`config.mk`:
```
export PLATFORM = sky130hd
export DESIGN_NAME = resolvedor_tiro_flat
export DESIGN_NICKNAME = d
export VERILOG_FILES = /design/src/rtl/resolvedor_tiro_if.sv /design/src/rtl/resolvedor_tiro.sv /design/src/flat_wrapper.sv
export SDC_FILE = /design/constraint.sdc
export NUM_CORES = 1
export LEC_CHECK = 0
export ABC_AREA = 1
export CAP_MARGIN = 20
export CORE_UTILIZATION = 40
export CTS_BUF_LIST = sky130_fd_sc_hd__clkbuf_4 sky130_fd_sc_hd__clkbuf_8 sky130_fd_sc_hd__clkbuf_16
export CTS_CLUSTER_SIZE = 25
export DETAILED_ROUTE_END_ITERATION = 7
export GPL_TIMING_DRIVEN = 0
export PLACE_DENSITY = 0.8
export SYNTH_ARGS = -nofsm -noshare
export SYNTH_HDL_FRONTEND = slang
export SYNTH_SLANG_ARGS = --single-unit
```
`constraint.sdc`:
```
create_clock -name clk -period 4.4 [get_ports clk]
set_input_delay 0.88 -clock clk [delete_from_list [all_inputs] [get_ports clk]]
set_output_delay 0.88 -clock clk [all_outputs]
set_load 0.01 [all_outputs]
```
`src/rtl/resolvedor_tiro_if.sv`:
```
// resolvedor_tiro_if
// Bundles the shot-resolver signals that are not clock or reset.
//   shot request   : start, x_tiro, y_tiro, jogador
//   memory port    : read_addr -> vetor_leitura (one-cycle read latency),
//                    write_addr, vetor, wrep1 (player-1), wrep2 (player-2)
//   status/result  : busy, ready, acerto, repetido, afundou, fim_jogo,
//                    tipo_atingido
// master = requester plus memory side, slave = the resolver.
interface resolvedor_tiro_if;
  logic        start;
  logic [3:0]  x_tiro;
  logic [3:0]  y_tiro;
  logic        jogador;
  logic [63:0] vetor_leitura;
  logic [4:0]  read_addr;
  logic [4:0]  write_addr;
  logic [63:0] vetor;
  logic        wrep1;
  logic        wrep2;
  logic        busy;
  logic        ready;
  logic        acerto;
  logic        repetido;
  logic        afundou;
  logic        fim_jogo;
  logic [2:0]  tipo_atingido;

  modport master (
    output start, x_tiro, y_tiro, jogador, vetor_leitura,
    input  read_addr, write_addr, vetor, wrep1, wrep2, busy, ready,
           acerto, repetido, afundou, fim_jogo, tipo_atingido
  );

  modport slave (
    input  start, x_tiro, y_tiro, jogador, vetor_leitura,
    output read_addr, write_addr, vetor, wrep1, wrep2, busy, ready,
           acerto, repetido, afundou, fim_jogo, tipo_atingido
  );
endinterface

```
`src/rtl/resolvedor_tiro.sv`:
```
// resolvedor_tiro
// Resolves one shot against the target player's ship memory. Every record is
// read and compared in turn; the first unhit matching cell is marked and written
// back with the remaining-piece count decremented.
// Ports:
//   clk    system clock, rising edge
//   rst_n  asynchronous active-low reset
//   bus    resolvedor_tiro_if.slave (shot request, memory port, results)
// Record layout: [2:0] tipo, cell i x at [6+8i:3+8i] and y at [10+8i:7+8i],
// [46:43] remaining count, [51:47] hit mask, [63:52] passed through unchanged.
//
// state | meaning
// IDLE  | waiting for start; results of the last shot are held
// READ  | read_addr = k, memory returns the record on the next cycle
// CMP   | compare record k with the latched shot
// WRITE | write the updated record back to slot k
// DONE  | ready pulse, results valid
module resolvedor_tiro #(
  parameter int N_NAVIOS = 11
) (
  input logic             clk,
  input logic             rst_n,
  resolvedor_tiro_if.slave bus
);

  localparam logic [4:0] K_LAST = 5'(N_NAVIOS - 1);

  typedef enum logic [2:0] {
    IDLE  = 3'd0,
    READ  = 3'd1,
    CMP   = 3'd2,
    WRITE = 3'd3,
    DONE  = 3'd4
  } state_t;

  state_t state, state_next;

  logic [4:0]  k;
  logic [3:0]  x_q;
  logic [3:0]  y_q;
  logic        jog_q;
  logic        matched_q;
  logic [8:0]  sum_q;
  logic [4:0]  waddr_q;
  logic [63:0] vetor_q;
  logic        acerto_q;
  logic        repetido_q;
  logic        afundou_q;
  logic        fim_q;
  logic [2:0]  tipo_q;

  // record decode and compare
  logic [2:0]  rec_tipo;
  logic [3:0]  rec_cnt;
  logic [4:0]  rec_mask;
  logic [2:0]  n_valid;
  logic [4:0]  cell_match;
  logic [4:0]  fresh;
  logic        hit;
  logic        repeat_hit;
  logic [2:0]  hit_idx;
  logic [3:0]  cnt_post;
  logic [8:0]  sum_next;
  logic [63:0] rec_upd;

  always_comb begin
    rec_tipo   = bus.vetor_leitura[2:0];
    rec_cnt    = bus.vetor_leitura[46:43];
    rec_mask   = bus.vetor_leitura[51:47];
    n_valid    = (rec_tipo <= 3'd4) ? (3'd5 - rec_tipo) : 3'd0;
    cell_match = '0;
    for (int i = 0; i < 5; i++) begin
      cell_match[i] = (3'(i) < n_valid) &&
                      (bus.vetor_leitura[3 + 8*i +: 4] == x_q) &&
                      (bus.vetor_leitura[7 + 8*i +: 4] == y_q);
    end
    fresh = cell_match & ~rec_mask;

    // Once any record has matched (hit or repeat), later records are only
    // summed, never marked: a single shot can hit at most one cell.
    hit        = (rec_cnt != 4'd0) && !matched_q && (fresh != 5'd0);
    repeat_hit = (rec_cnt != 4'd0) && !matched_q && (cell_match != 5'd0) &&
                 (fresh == 5'd0);

    hit_idx = 3'd0;
    for (int i = 4; i >= 0; i--) begin
      if (fresh[i]) hit_idx = 3'(i);
    end

    cnt_post = hit ? (rec_cnt - 4'd1) : rec_cnt;
    sum_next = sum_q + 9'(cnt_post);

    rec_upd                = bus.vetor_leitura;
    rec_upd[47 + hit_idx]  = 1'b1;
    rec_upd[46:43]         = (rec_cnt == 4'd0) ? 4'd0 : (rec_cnt - 4'd1);
  end

  always_ff @(posedge clk or negedge rst_n) begin
    if (!rst_n) state <= IDLE;
    else        state <= state_next;
  end

  always_comb begin
    state_next = state;
    case (state)
      IDLE:    if (bus.start) state_next = READ;
      READ:    state_next = CMP;
      CMP: begin
        if (hit)              state_next = WRITE;
        else if (k == K_LAST) state_next = DONE;
        else                  state_next = READ;
      end
      WRITE:   state_next = (k == K_LAST) ? DONE : READ;
      DONE:    state_next = IDLE;
      default: state_next = IDLE;
    endcase
  end

  always_ff @(posedge clk or negedge rst_n) begin
    if (!rst_n) begin
      k          <= '0;
      x_q        <= '0;
      y_q        <= '0;
      jog_q      <= 1'b0;
      matched_q  <= 1'b0;
      sum_q      <= '0;
      waddr_q    <= '0;
      vetor_q    <= '0;
      acerto_q   <= 1'b0;
      repetido_q <= 1'b0;
      afundou_q  <= 1'b0;
      fim_q      <= 1'b0;
      tipo_q     <= '0;
    end else begin
      case (state)
        IDLE: begin
          if (bus.start) begin
            k          <= '0;
            x_q        <= bus.x_tiro;
            y_q        <= bus.y_tiro;
            jog_q      <= bus.jogador;
            matched_q  <= 1'b0;
            sum_q      <= '0;
            acerto_q   <= 1'b0;
            repetido_q <= 1'b0;
            afundou_q  <= 1'b0;
            fim_q      <= 1'b0;
            tipo_q     <= '0;
          end
        end
        CMP: begin
          sum_q <= sum_next;
          if (hit) begin
            matched_q <= 1'b1;
            acerto_q  <= 1'b1;
            tipo_q    <= rec_tipo;
            afundou_q <= (cnt_post == 4'd0);
            waddr_q   <= k;
            vetor_q   <= rec_upd;
          end else if (repeat_hit) begin
            matched_q  <= 1'b1;
            repetido_q <= 1'b1;
          end
          // sum_next already holds the post-update count of this record,
          // so the end-of-game flag is final even if a WRITE follows.
          if (k == K_LAST) fim_q <= (sum_next == 9'd0);
          if (!hit && (k != K_LAST)) k <= k + 5'd1;
        end
        WRITE: begin
          if (k != K_LAST) k <= k + 5'd1;
        end
        default: ;
      endcase
    end
  end

  assign bus.read_addr     = k;
  assign bus.write_addr    = waddr_q;
  assign bus.vetor         = vetor_q;
  assign bus.wrep1         = (state == WRITE) &&  jog_q;
  assign bus.wrep2         = (state == WRITE) && !jog_q;
  assign bus.busy          = (state != IDLE);
  assign bus.ready         = (state == DONE);
  assign bus.acerto        = acerto_q;
  assign bus.repetido      = repetido_q;
  assign bus.afundou       = afundou_q;
  assign bus.fim_jogo      = fim_q;
  assign bus.tipo_atingido = tipo_q;

endmodule

```
`src/flat_wrapper.sv`:
```
// flat-port wrapper written by rule: the top's interface ports become plain ports
module resolvedor_tiro_flat 
#(
  parameter int N_NAVIOS = 11
)
  (clk, rst_n, bus_start, bus_x_tiro, bus_y_tiro, bus_jogador, bus_vetor_leitura, bus_read_addr, bus_write_addr, bus_vetor, bus_wrep1, bus_wrep2, bus_busy, bus_ready, bus_acerto, bus_repetido, bus_afundou, bus_fim_jogo, bus_tipo_atingido);
  resolvedor_tiro_if bus_i ();
  input logic clk;
  input logic rst_n;
  input wire logic [$bits(bus_i.start)-1:0] bus_start;
  input wire logic [$bits(bus_i.x_tiro)-1:0] bus_x_tiro;
  input wire logic [$bits(bus_i.y_tiro)-1:0] bus_y_tiro;
  input wire logic [$bits(bus_i.jogador)-1:0] bus_jogador;
  input wire logic [$bits(bus_i.vetor_leitura)-1:0] bus_vetor_leitura;
  output wire logic [$bits(bus_i.read_addr)-1:0] bus_read_addr;
  output wire logic [$bits(bus_i.write_addr)-1:0] bus_write_addr;
  output wire logic [$bits(bus_i.vetor)-1:0] bus_vetor;
  output wire logic [$bits(bus_i.wrep1)-1:0] bus_wrep1;
  output wire logic [$bits(bus_i.wrep2)-1:0] bus_wrep2;
  output wire logic [$bits(bus_i.busy)-1:0] bus_busy;
  output wire logic [$bits(bus_i.ready)-1:0] bus_ready;
  output wire logic [$bits(bus_i.acerto)-1:0] bus_acerto;
  output wire logic [$bits(bus_i.repetido)-1:0] bus_repetido;
  output wire logic [$bits(bus_i.afundou)-1:0] bus_afundou;
  output wire logic [$bits(bus_i.fim_jogo)-1:0] bus_fim_jogo;
  output wire logic [$bits(bus_i.tipo_atingido)-1:0] bus_tipo_atingido;
  assign bus_i.start = bus_start;
  assign bus_i.x_tiro = bus_x_tiro;
  assign bus_i.y_tiro = bus_y_tiro;
  assign bus_i.jogador = bus_jogador;
  assign bus_i.vetor_leitura = bus_vetor_leitura;
  assign bus_read_addr = bus_i.read_addr;
  assign bus_write_addr = bus_i.write_addr;
  assign bus_vetor = bus_i.vetor;
  assign bus_wrep1 = bus_i.wrep1;
  assign bus_wrep2 = bus_i.wrep2;
  assign bus_busy = bus_i.busy;
  assign bus_ready = bus_i.ready;
  assign bus_acerto = bus_i.acerto;
  assign bus_repetido = bus_i.repetido;
  assign bus_afundou = bus_i.afundou;
  assign bus_fim_jogo = bus_i.fim_jogo;
  assign bus_tipo_atingido = bus_i.tipo_atingido;
  resolvedor_tiro #(.N_NAVIOS(N_NAVIOS)) u_core (.clk(clk), .rst_n(rst_n), .bus(bus_i));
endmodule
```
==> results of run 1 <==
-- power by group through the flow --
stage	registers, mW	logic [mW]	clock network, mW
final	1.27	1.33	0.856
after global routing	1.29	1.47	0.912
after CTS	1.26	1.31	0.866
after detailed placement	1.28	1.30	0
after global placement	1.28	1.28	0
after floorplan	1.31	0.687	0
-- logic make-up after synthesis --
family,share of synthesized area (%)
AO/OA/AOI/OAI,10.69
XOR/XNOR,3.888
AND/OR/NAND/NOR,27.08
buffers and inverters,8.447
adder cells (fa/ha/maj),2.222
flip-flops,47.67
-- cell type report --
type                    instances  area (sq um)
repair buffers                167          1687
clock inverters                 2         37.54
well taps                     176         220.2
multi-input cells             465          2439
inverters                      79         296.5
plain buffers                  25         152.6
flip-flops and latches        103          2577
clock buffers                  14         281.5
fillers                      1156          5499
-- stage by stage --
| stage | cell area, sq um | util (%) | cells | power (mW) |
|---|---|---|---|---|
| 2_1_floorplan | 5406 | - | 673 | 2.000 |
| 3_3_place_gp | 7228 | 54.80 | 1009 | 2.556 |
| 3_5_place_dp | 7253 | 54.99 | 1010 | 2.579 |
| 4_1_cts | 7589 | 57.53 | 1027 | 3.443 |
| 5_1_grt | 7691 | 58.31 | 1031 | 3.671 |
| 6_report | 7691 | 58.31 | 1031 | 3.456 |
-- repair_timing --
action                     in CTS  in global routing
pin swaps                       1                 17
setup buffers                   1                  5
setup endpoints to repair       1                  3
gates resized for setup         1                 23
-- flip-flops by register name, summed over array words and instances (netlist names) --
name	cells
u_core.bus.acerto	1
u_core.bus.afundou	1
u_core.bus.fim_jogo	1
u_core.bus.read_addr	5
u_core.bus.repetido	1
u_core.bus.tipo_atingido	3
u_core.bus.vetor	64
u_core.bus.write_addr	5
u_core.jog_q	1
u_core.matched_q	1
u_core.state	3
u_core.sum_q	9
u_core.x_q	4
u_core.y_q	4
-- cell usage in the layout (no fill, tap or decap), drive strengths merged, types with 2 or more instances in the layout --
master | netlist | layout
nand2 | 235 | 235
clkdlybuf4s50 | 0 | 153
dfrtp | 103 | 103
inv | 77 | 77
o21ai | 56 | 56
nor2 | 43 | 43
nand3 | 27 | 27
clkbuf | 10 | 24
buf | 16 | 23
nand4 | 22 | 22
a2bb2oi | 16 | 16
xnor2 | 13 | 13
xor2 | 11 | 11
ha | 8 | 8
nor3 | 7 | 7
dlymetal6s2s | 0 | 6
a21oi | 6 | 6
o31ai | 5 | 5
o22ai | 3 | 3
clkinv | 2 | 2
nor4 | 2 | 2
-- worst paths after layout --
kind | from | end | slack [ns] | cells after the start
setup / recovery | bus_vetor_leitura[2] | u_core.bus.fim_jogo | 0.20 | 24
hold / removal | u_core.bus.vetor[13] | u_core.bus.vetor[13] | 0.47 | 2
max in group asynchronous | rst_n | u_core.y_q[1] | 3.15 | 2
min in group asynchronous | rst_n | u_core.bus.vetor[56] | 0.54 | 1
setup reg to reg | u_core.x_q[2] | u_core.bus.fim_jogo | 0.61 | 22
hold reg to reg | u_core.bus.vetor[13] | u_core.bus.vetor[13] | 0.47 | 2
-- layer usage --
layer | share of wire, % | routed length [um]
met5 | 0 | 0
met2 | 46 | 7549
met1 | 45 | 7348
met3 | 6.4 | 1037
met4 | 2.3 | 369
-- worst max-delay path, delay by kind of cell --
family          cells  cell delay, ns
simple gates       15            1.80
buf+inv             4            0.67
fa+ha+maj           2            0.55
compound gates      2            0.33
xor+xnor            1            0.20
==> run metrics, run 1 <==
Synth area leader=dfrtp_1; VDD IR max=0.2542 mV; met1 GRT Util=32.87%; Routed Antenna Nets=0; prevailing post-synth register cell=dfrtp_1; ys async rst share=100.0%; register area share after synthesis=47.67%; TritonCTS buffer count=9; Rows=42; initial drt markers=356; vias=between 5000 and 6000; final hold vios=0; GRT Overall Usage=between 20 and 25%; worst setup margin=0.2026 ns; Internal Dissipation=2.232 mW; syn nets=around 760; pin count of the biggest net entering global routing=60; CP max stage delay=0.49 ns; # IOs=around 160; Slew headroom=44.60%; share of cells above drive strength 1=9.240%; sw frac=~35%; WL per Instance=15.81 um; NetSw=1.224 mW; GR peak layer=met2; Syn Inst Count=around 670; number of synthesized register bits=between 100 and 150; max-cap viol count=0; CP Class=input pin to flip-flop; max-slew violations=0; Mapped Avg Cell Area=8.033 sq um; Hold-fix buffers, CTS=0; Worst-path clk slew=0.07 ns; combinational power share=38.6%; CTS tree=done; initial antenna violation count=0; outcome=finished clean; final wirelength=16310 um; Root Driver=clkbuf_16; Area Overhead vs Synth=42.26%; actual slew at the worst max-slew pin=0.8100 ns; P per Cell Area=between 400 and 500 mW/mm^2; first-pass GRT wire length=26160 um; hold slack=0.4723 ns; Clock power frac=24.8%; count of flip-flops with a built-in enable after synthesis=0; worst-path cell chain=clkdlybuf4s50_1 > nor2_2 > nand4_1 > nor2_1 > nand3_2 > nand2_4 > nor2_4 > nand2_2 > nand2_4 > nand2_1 > nand2_1 > inv_1 > ha_2 > inv_1 > fa_2 > inv_1 > nand2_1 > nand2_1 > a21oi_1 > nor3_2 > nand3_1 > xor2_1 > nand2_1 > o31ai_2; Die Wd=118.3 um; share of the synthesized area in the top cell type=47.67%; CP startpoint kind=input pin; Syn. warnings=0; initial core utilization=between 40% and 50%; most frequent cell after synthesis=nand2_1; crit-path max FO=11; top cells by area, synth=dfrtp_1 (48%), nand2_1 (16%), inv_1 (4.9%); HP Class=flip-flop to flip-flop; H-tree depth=3; insertion delay to the later sink of the worst-skew pair=0.35 ns; clock buffer depth=2; static leakage=3.703 nW; global routing usage on met2=a little under two fifths; Nets=935; CORE AREA=0.01319 sq mm; most frequent cells after synthesis=nand2_1 (227), dfrtp_1 (103), inv_1 (70); Post-Place Worst Slack=-0.5111 ns; Final Critical Period=4.197 ns; port buffer count=160; Setup violations, final=0; Die Ht=118.3 um; CP Data Arrival Time=about 4.5 ns; Synth Cell Area=0.005406 sq mm; max frequency=approximately 240 MHz; Final Wtd Congestion=0.9480; vias in the first global route=between 5000 and 6000; DP Wirelength=12220 um; Crit path required time=4.65 ns; Clock Sinks=103; Reg power frac=36.6%; crit-path most repeated cell=nand2_1; # DRC=0; Congestion Overflow GR=0; slowest CP cell=clkdlybuf4s50_1; met3 Track Usage GR=between 4 and 5%; Total Negative Setup Slacks=0 ns; Antenna diodes=0; Netlist cell types=42; clk_skew=0.006028 ns; crit share post-route=95.40%; vias per cell=between 5 and 6; Initial DRT Pass Iterations=5; Worst setup EP type=flip-flop; die area=around 0.014 sq mm
Power figures use the tool's default switching activity.
==> run 2: changes to the inputs <==
CTS_BUF_LIST = sky130_fd_sc_hd__clkbuf_4   (was sky130_fd_sc_hd__clkbuf_4 sky130_fd_sc_hd__clkbuf_8 sky130_fd_sc_hd__clkbuf_16)
clock period = 4.9 ns   (was 4.4 ns; I/O delays follow)
==> run metrics, run 2 (synthesis gave the netlist of run 1 again) <==
outcome=finished clean; Tot Pwr=2.755 mW; max reg flops=64; TritonCTS buffer count=9; fill cell count=1207; Setup Buffers After CTS=0; slowest CP cell=clkdlybuf4s50_1; Final Wtd Congestion=0.9480; Clock Sinks=approximately 100; max frequency=approximately 220 MHz; H-tree depth=3; DP Cell Count=1010; Final Critical Period=4.559 ns; vias=5095; Antenna diodes=0; Initial DRT Pass Iterations=5; port buffer count=160; vias per cell=between 4 and 5; Congestion Overflow GR=0; # DRC=0; HP Class=flip-flop to flip-flop; Die Wd=118.3 um; CP max stage delay=0.46 ns; Die Ht=118.3 um; pin count of the biggest net entering global routing=60; most common cell after layout, fill and taps aside=nand2_1; CTS tree=done; final wirelength=16000 um; crit-path most repeated cell=nand2_1; CORE AREA=0.01319 sq mm; Seq. cell area=0.002577 sq mm; Setup violations, final=0; initial core utilization=40.99%; worst-path cell chain=clkdlybuf4s50_1 > nor2_1 > nand2_1 > nor4_2 > nand3b_1 > nand2_2 > nand2_2 > buf_4 > nand2_1 > nand2_1 > inv_1 > ha_1 > inv_1 > fa_1 > inv_1 > nand2_1 > nand2_1 > a21oi_1 > nor3_1 > nand3_1 > xor2_1 > nand2_1 > o31ai_1; Hold-fix buffers, CTS=0; crit-path max FO=10; Crit path required time=5.28 ns; max-cap viol count=0; FF-to-FF path depth=23; WL per Instance=~16 um; Routed Antenna Nets=0; RSZ-0062 raised after global routing=no; max-slew violations=0; share of cells above drive strength 1=6.706%; clk_skew=0.01654 ns; Worst setup EP type=flip-flop; VDD IR max=around 0.25 mV; Nets=930; GRT Overall Usage=a little under a quarter; hold slack=0.4925 ns; final hold vios=0; Rows=between 40 and 50; insertion delay to the later sink of the worst-skew pair=0.47 ns; crit share post-route=93.05%; P per Cell Area=roughly 370 mW/mm^2; hold depth=2; initial drt markers=387; post-layout instance count excluding filler cells=1026; multi-input logic area=0.002372 sq mm; Slew headroom=45.62%; post-CTS resize count=0; clock buffer depth=2; first-pass GRT wire length=25810 um; highest-count cells in the layout ignoring fill and taps=nand2_1 (227), clkdlybuf4s50_1 (159), dfrtp_1 (103); die area=0.01399 sq mm; CP startpoint kind=input pin; Root Driver=clkbuf_4; initial antenna violation count=0; CP Class=input pin to flip-flop; CP Data Arrival Time=4.94 ns; Area Overhead vs Synth=36.59%; static leakage=~3.5 nW; DP Wirelength=12220 um; vias in the first global route=approximately 5000; # IOs=approximately 160; actual slew at the worst max-slew pin=0.7951 ns; Worst-path clk slew=~0.16 ns
## run 2: cell types whose count changed in the layout (fill, tap and decap cells not counted), moves of 5 or more
cell and change:
clkbuf_16 -9, clkbuf_4 +9, clkdlybuf4s50_1 +6, dlymetal6s2s_1 -6, nor2_1 +6, buf_4 -5
nor2_2 -5
## run 2: final cells by class
class | instances | area share (%)
plain buffers | 26 | 2.169
well taps | 176 | 2.982
flip-flops and latches | 103 | 34.90
clock inverters | 5 | 0.6608
multi-input cells | 465 | 32.12
inverters | 79 | 4.016
repair buffers | 161 | 22.03
clock buffers | 11 | 1.118
## run 2: worst paths after layout
kind                                      start                   end  slack (ns)
hold / removal             u_core.bus.vetor[13]  u_core.bus.vetor[13]        0.49
hold reg to reg            u_core.bus.vetor[13]  u_core.bus.vetor[13]        0.49
min in group asynchronous                 rst_n  u_core.bus.vetor[33]        0.51
setup reg to reg                  u_core.y_q[3]   u_core.bus.fim_jogo        0.89
setup / recovery           bus_vetor_leitura[2]   u_core.bus.fim_jogo        0.34
max in group asynchronous                 rst_n     u_core.bus.acerto        3.69
## run 2: metrics by stage
step / setup slack [ns] / area, sq um / util (%) / setup TNS, ns
after floorplan: 1.033 / 5406 / - / 0
after global placement: -1.184 / 7228 / 54.80 / -121.32
after detailed placement: -0.1111 / 7253 / 54.99 / -0.1111
after CTS: 0.3601 / 7385 / 55.99 / 0
after global routing: 0.04412 / 7385 / 55.99 / 0
final: 0.3406 / 7385 / 55.99 / 0
## run 2: critical path: cells and delay by family
kind                     cells  cell delay, ns
AND/OR/NAND/NOR             13            2.00
AO/OA/AOI/OAI                2            0.32
adder cells (fa/ha/maj)      2            0.61
XOR/XNOR                     1            0.19
buffers and inverters        5            0.84
## run 2: layer usage
metal  share of wire (%)  vias up  global-route usage [%]
met5                   0        -                       0
met4                 2.3        0                   9.215
met3                 6.1       30                   4.585
met2                  46      200                   37.98
met1                  46     2367                   32.35
li1                    -     2498                       -
## run 2: power by group
group / internal (mW) / switching (mW) / leakage [nW]
Combinational: 0.528 / 0.644 / 2.06
Clock: 0.163 / 0.286 / 0.0696
Sequential: 1.02 / 0.116 / 1.41
Total: 1.71 / 1.05 / 3.54
==> run 3: changes to the inputs <==
ABC_AREA = default   (was 1)
CAP_MARGIN = 10   (was 20)
==> run metrics, run 3 <==
outcome=finished clean; Synth Cell Area=0.005235 sq mm; Setup Buffers After CTS=0; crit share post-route=93.64%; count of flip-flops with a built-in enable after synthesis=0; Internal Dissipation=1.589 mW; initial antenna violation count=1; syn nets=about 690; most frequent cell after synthesis=nand2_1; prevailing post-synth register cell=dfrtp_1; max-cap viol count=0; Tot Pwr=between 2 and 3 mW; WL per Instance=15.88 um; vias in the first global route=4557; Syn Inst Count=600; RSZ-0062 raised after global routing=no; fill cell count=1185; HP Class=input pin to asynchronous set/reset pin; TritonCTS buffer count=9; hold slack=0.4341 ns; CORE AREA=0.01267 sq mm; Final Critical Period=approximately 4.6 ns; Root Driver=clkbuf_4; Nets=approximately 860; Initial DRT Pass Iterations=5; ys async rst share=100.0%; Synth area leader=dfrtp_1; CP max stage delay=~0.6 ns; clock buffer depth=2; DP Wirelength=11330 um; sw frac=37.76%; worst-path cell chain=clkdlybuf4s50_1 > o21ai_1 > nand4_1 > or4_1 > nand4_2 > or2b_4 > and2_1 > a21oi_1 > ha_1 > a21o_1 > a21oi_1 > nor2b_1 > o21a_1 > nor3_1 > a31oi_1 > nor4_1 > mux2_2; crit-path most repeated cell=a21oi_1; # DRC=0; Worst setup EP type=flip-flop; insertion delay to the later sink of the worst-skew pair=approximately 0.47 ns; CP Class=input pin to flip-flop; Area Overhead vs Synth=37.40%; die area=0.01355 sq mm; P per Cell Area=354.8 mW/mm^2; Seq. cell area=around 0.0026 sq mm; Clock power frac=approximately 17%; first-pass GRT wire length=23770 um; Rows=41; H-tree depth=3; CP startpoint kind=input pin; slowest CP cell=clkdlybuf4s50_1; share of cells above drive strength 1=under 10%; clk_skew=0.01705 ns; number of synthesized register bits=103; vias per cell=approximately 5; top cells by area, synth=dfrtp_1 (49%), nand2_1 (15%), xor2_1 (4.3%); initial core utilization=between 40% and 50%; initial drt markers=370; Setup violations, final=0; max-slew violations=0; max frequency=217.9 MHz; Syn. warnings=0; Routed Antenna Nets=0; share of the synthesized area in the top cell type=between 40% and 50%; pin count of the biggest net entering global routing=68; Crit path required time=~5.3 ns; DP Cell Count=932; NetSw=0.9638 mW; Mapped Avg Cell Area=8.725 sq um; final hold vios=0; max reg flops=64; register area share after synthesis=between 40% and 50%; port buffer count=159; cell area after layout=approximately 0.0072 sq mm; actual slew at the worst max-slew pin=0.8213 ns; static leakage=3.324 nW; GRT Overall Usage=23.23%; VDD IR max=0.1574 mV; vias=between 4000 and 5000; post-layout instance count excluding filler cells=949; post-placement cell area=0.007067 sq mm; Die Wd=116.4 um; Slew headroom=between 40% and 50%; Worst-path clk slew=0.18 ns; Netlist cell types=51; CTS tree=done; Die Ht=about 120 um; CP Data Arrival Time=5.01 ns; final wirelength=~15000 um; Clock Sinks=103; multi-input logic area=0.002442 sq mm; most common cell after layout, fill and taps aside=nand2_1; most frequent cells after synthesis=nand2_1 (208), dfrtp_1 (103), o21ai_0 (38); combinational power share=41.5%; Final Wtd Congestion=0.8608; highest-count cells in the layout ignoring fill and taps=nand2_1 (208), clkdlybuf4s50_1 (158), dfrtp_1 (103); # IOs=approximately 160; Reg power frac=41.9%; crit-path max FO=6; Congestion Overflow GR=0
-- run 3: worst max-delay path: cells and delay by family --
family | cells | cell delay [ns]
AND/OR/NAND/NOR | 8 | 1.83
AO/OA/AOI/OAI | 6 | 1.07
buffers and inverters | 1 | 0.60
adder cells (fa/ha/maj) | 1 | 0.31
multiplexers | 1 | 0.21
-- run 3: power by group through the flow --
stage / logic, mW / clock network, mW / registers (mW)
floorplan: 0.579 / 0 / 1.12
global placement: 1.03 / 0 / 1.09
finish: 1.06 / 0.423 / 1.07
detailed placement: 1.06 / 0 / 1.09
CTS: 1.06 / 0.436 / 1.07
global route: 1.17 / 0.472 / 1.09
-- run 3: logic make-up (layout without fill, tap and decap cells) --
group	count (synthesis)	after routing	share of synthesized area, %
buffers and inverters	43	219	4.111
adders and majority gates	9	9	2.295
other	0	1	0
DFF	103	103	49.24
AOI/OAI and AO/OA	90	90	10.56
muxes	2	2	0.4063
xor gates and xnor gates	47	47	7.863
and+or+nand+nor	306	306	25.53
-- run 3: final cells by class --
class	count	area share, %
timing repair buffer	160	22.47
clock buffer	9	0.9393
antenna	1	0.03479
inverter	10	0.5218
buffer	33	2.470
multi-input combinational	454	33.95
sequential	103	35.83
clock inverter	7	0.7827
tap	172	2.992
-- run 3: worst paths after layout --
path	start	to	slack (ns)	cells past startpoint
worst max-delay path	bus_vetor_leitura[1]	u_core.bus.fim_jogo	0.31	17
worst min-delay path	rst_n	u_core.bus.vetor[58]	0.43	1
worst max register to register	u_core.y_q[3]	u_core.bus.fim_jogo	0.91	17
worst min register to register	u_core.bus.vetor[7]	u_core.bus.vetor[7]	0.49	2
max in group asynchronous	rst_n	u_core.sum_q[0]	3.76	2
min in group clk	u_core.bus.vetor[7]	u_core.bus.vetor[7]	0.49	2
-- run 3: per-layer routing --
| metal | part of all wire, % | global-route usage [%] | up-vias |
|---|---|---|---|
| met5 | 0 | 0 | - |
| met4 | 2.2 | 8.974 | 0 |
| met3 | 7.1 | 4.515 | 25 |
| met2 | 47 | 37.99 | 174 |
| met1 | 44 | 30.42 | 2227 |
| li1 | - | - | 2329 |
-- run 3: per-stage QoR --
step | TNS [ns] | setup WS (ns) | utilization [%]
after detailed placement | -0.2018 | -0.1907 | 55.77
final | 0 | 0.3117 | 56.77
after floorplan | 0 | 0.9092 | -
after CTS | 0 | 0.3028 | 56.75
after global placement | -116.18 | -1.135 | 55.57
after global routing | 0 | 0.01367 | 56.77
-- run 3: repair_timing --
item,in CTS,in global routing
resized for setup,0,1
hold buffers,0,0
setup endpoints to repair,0,1
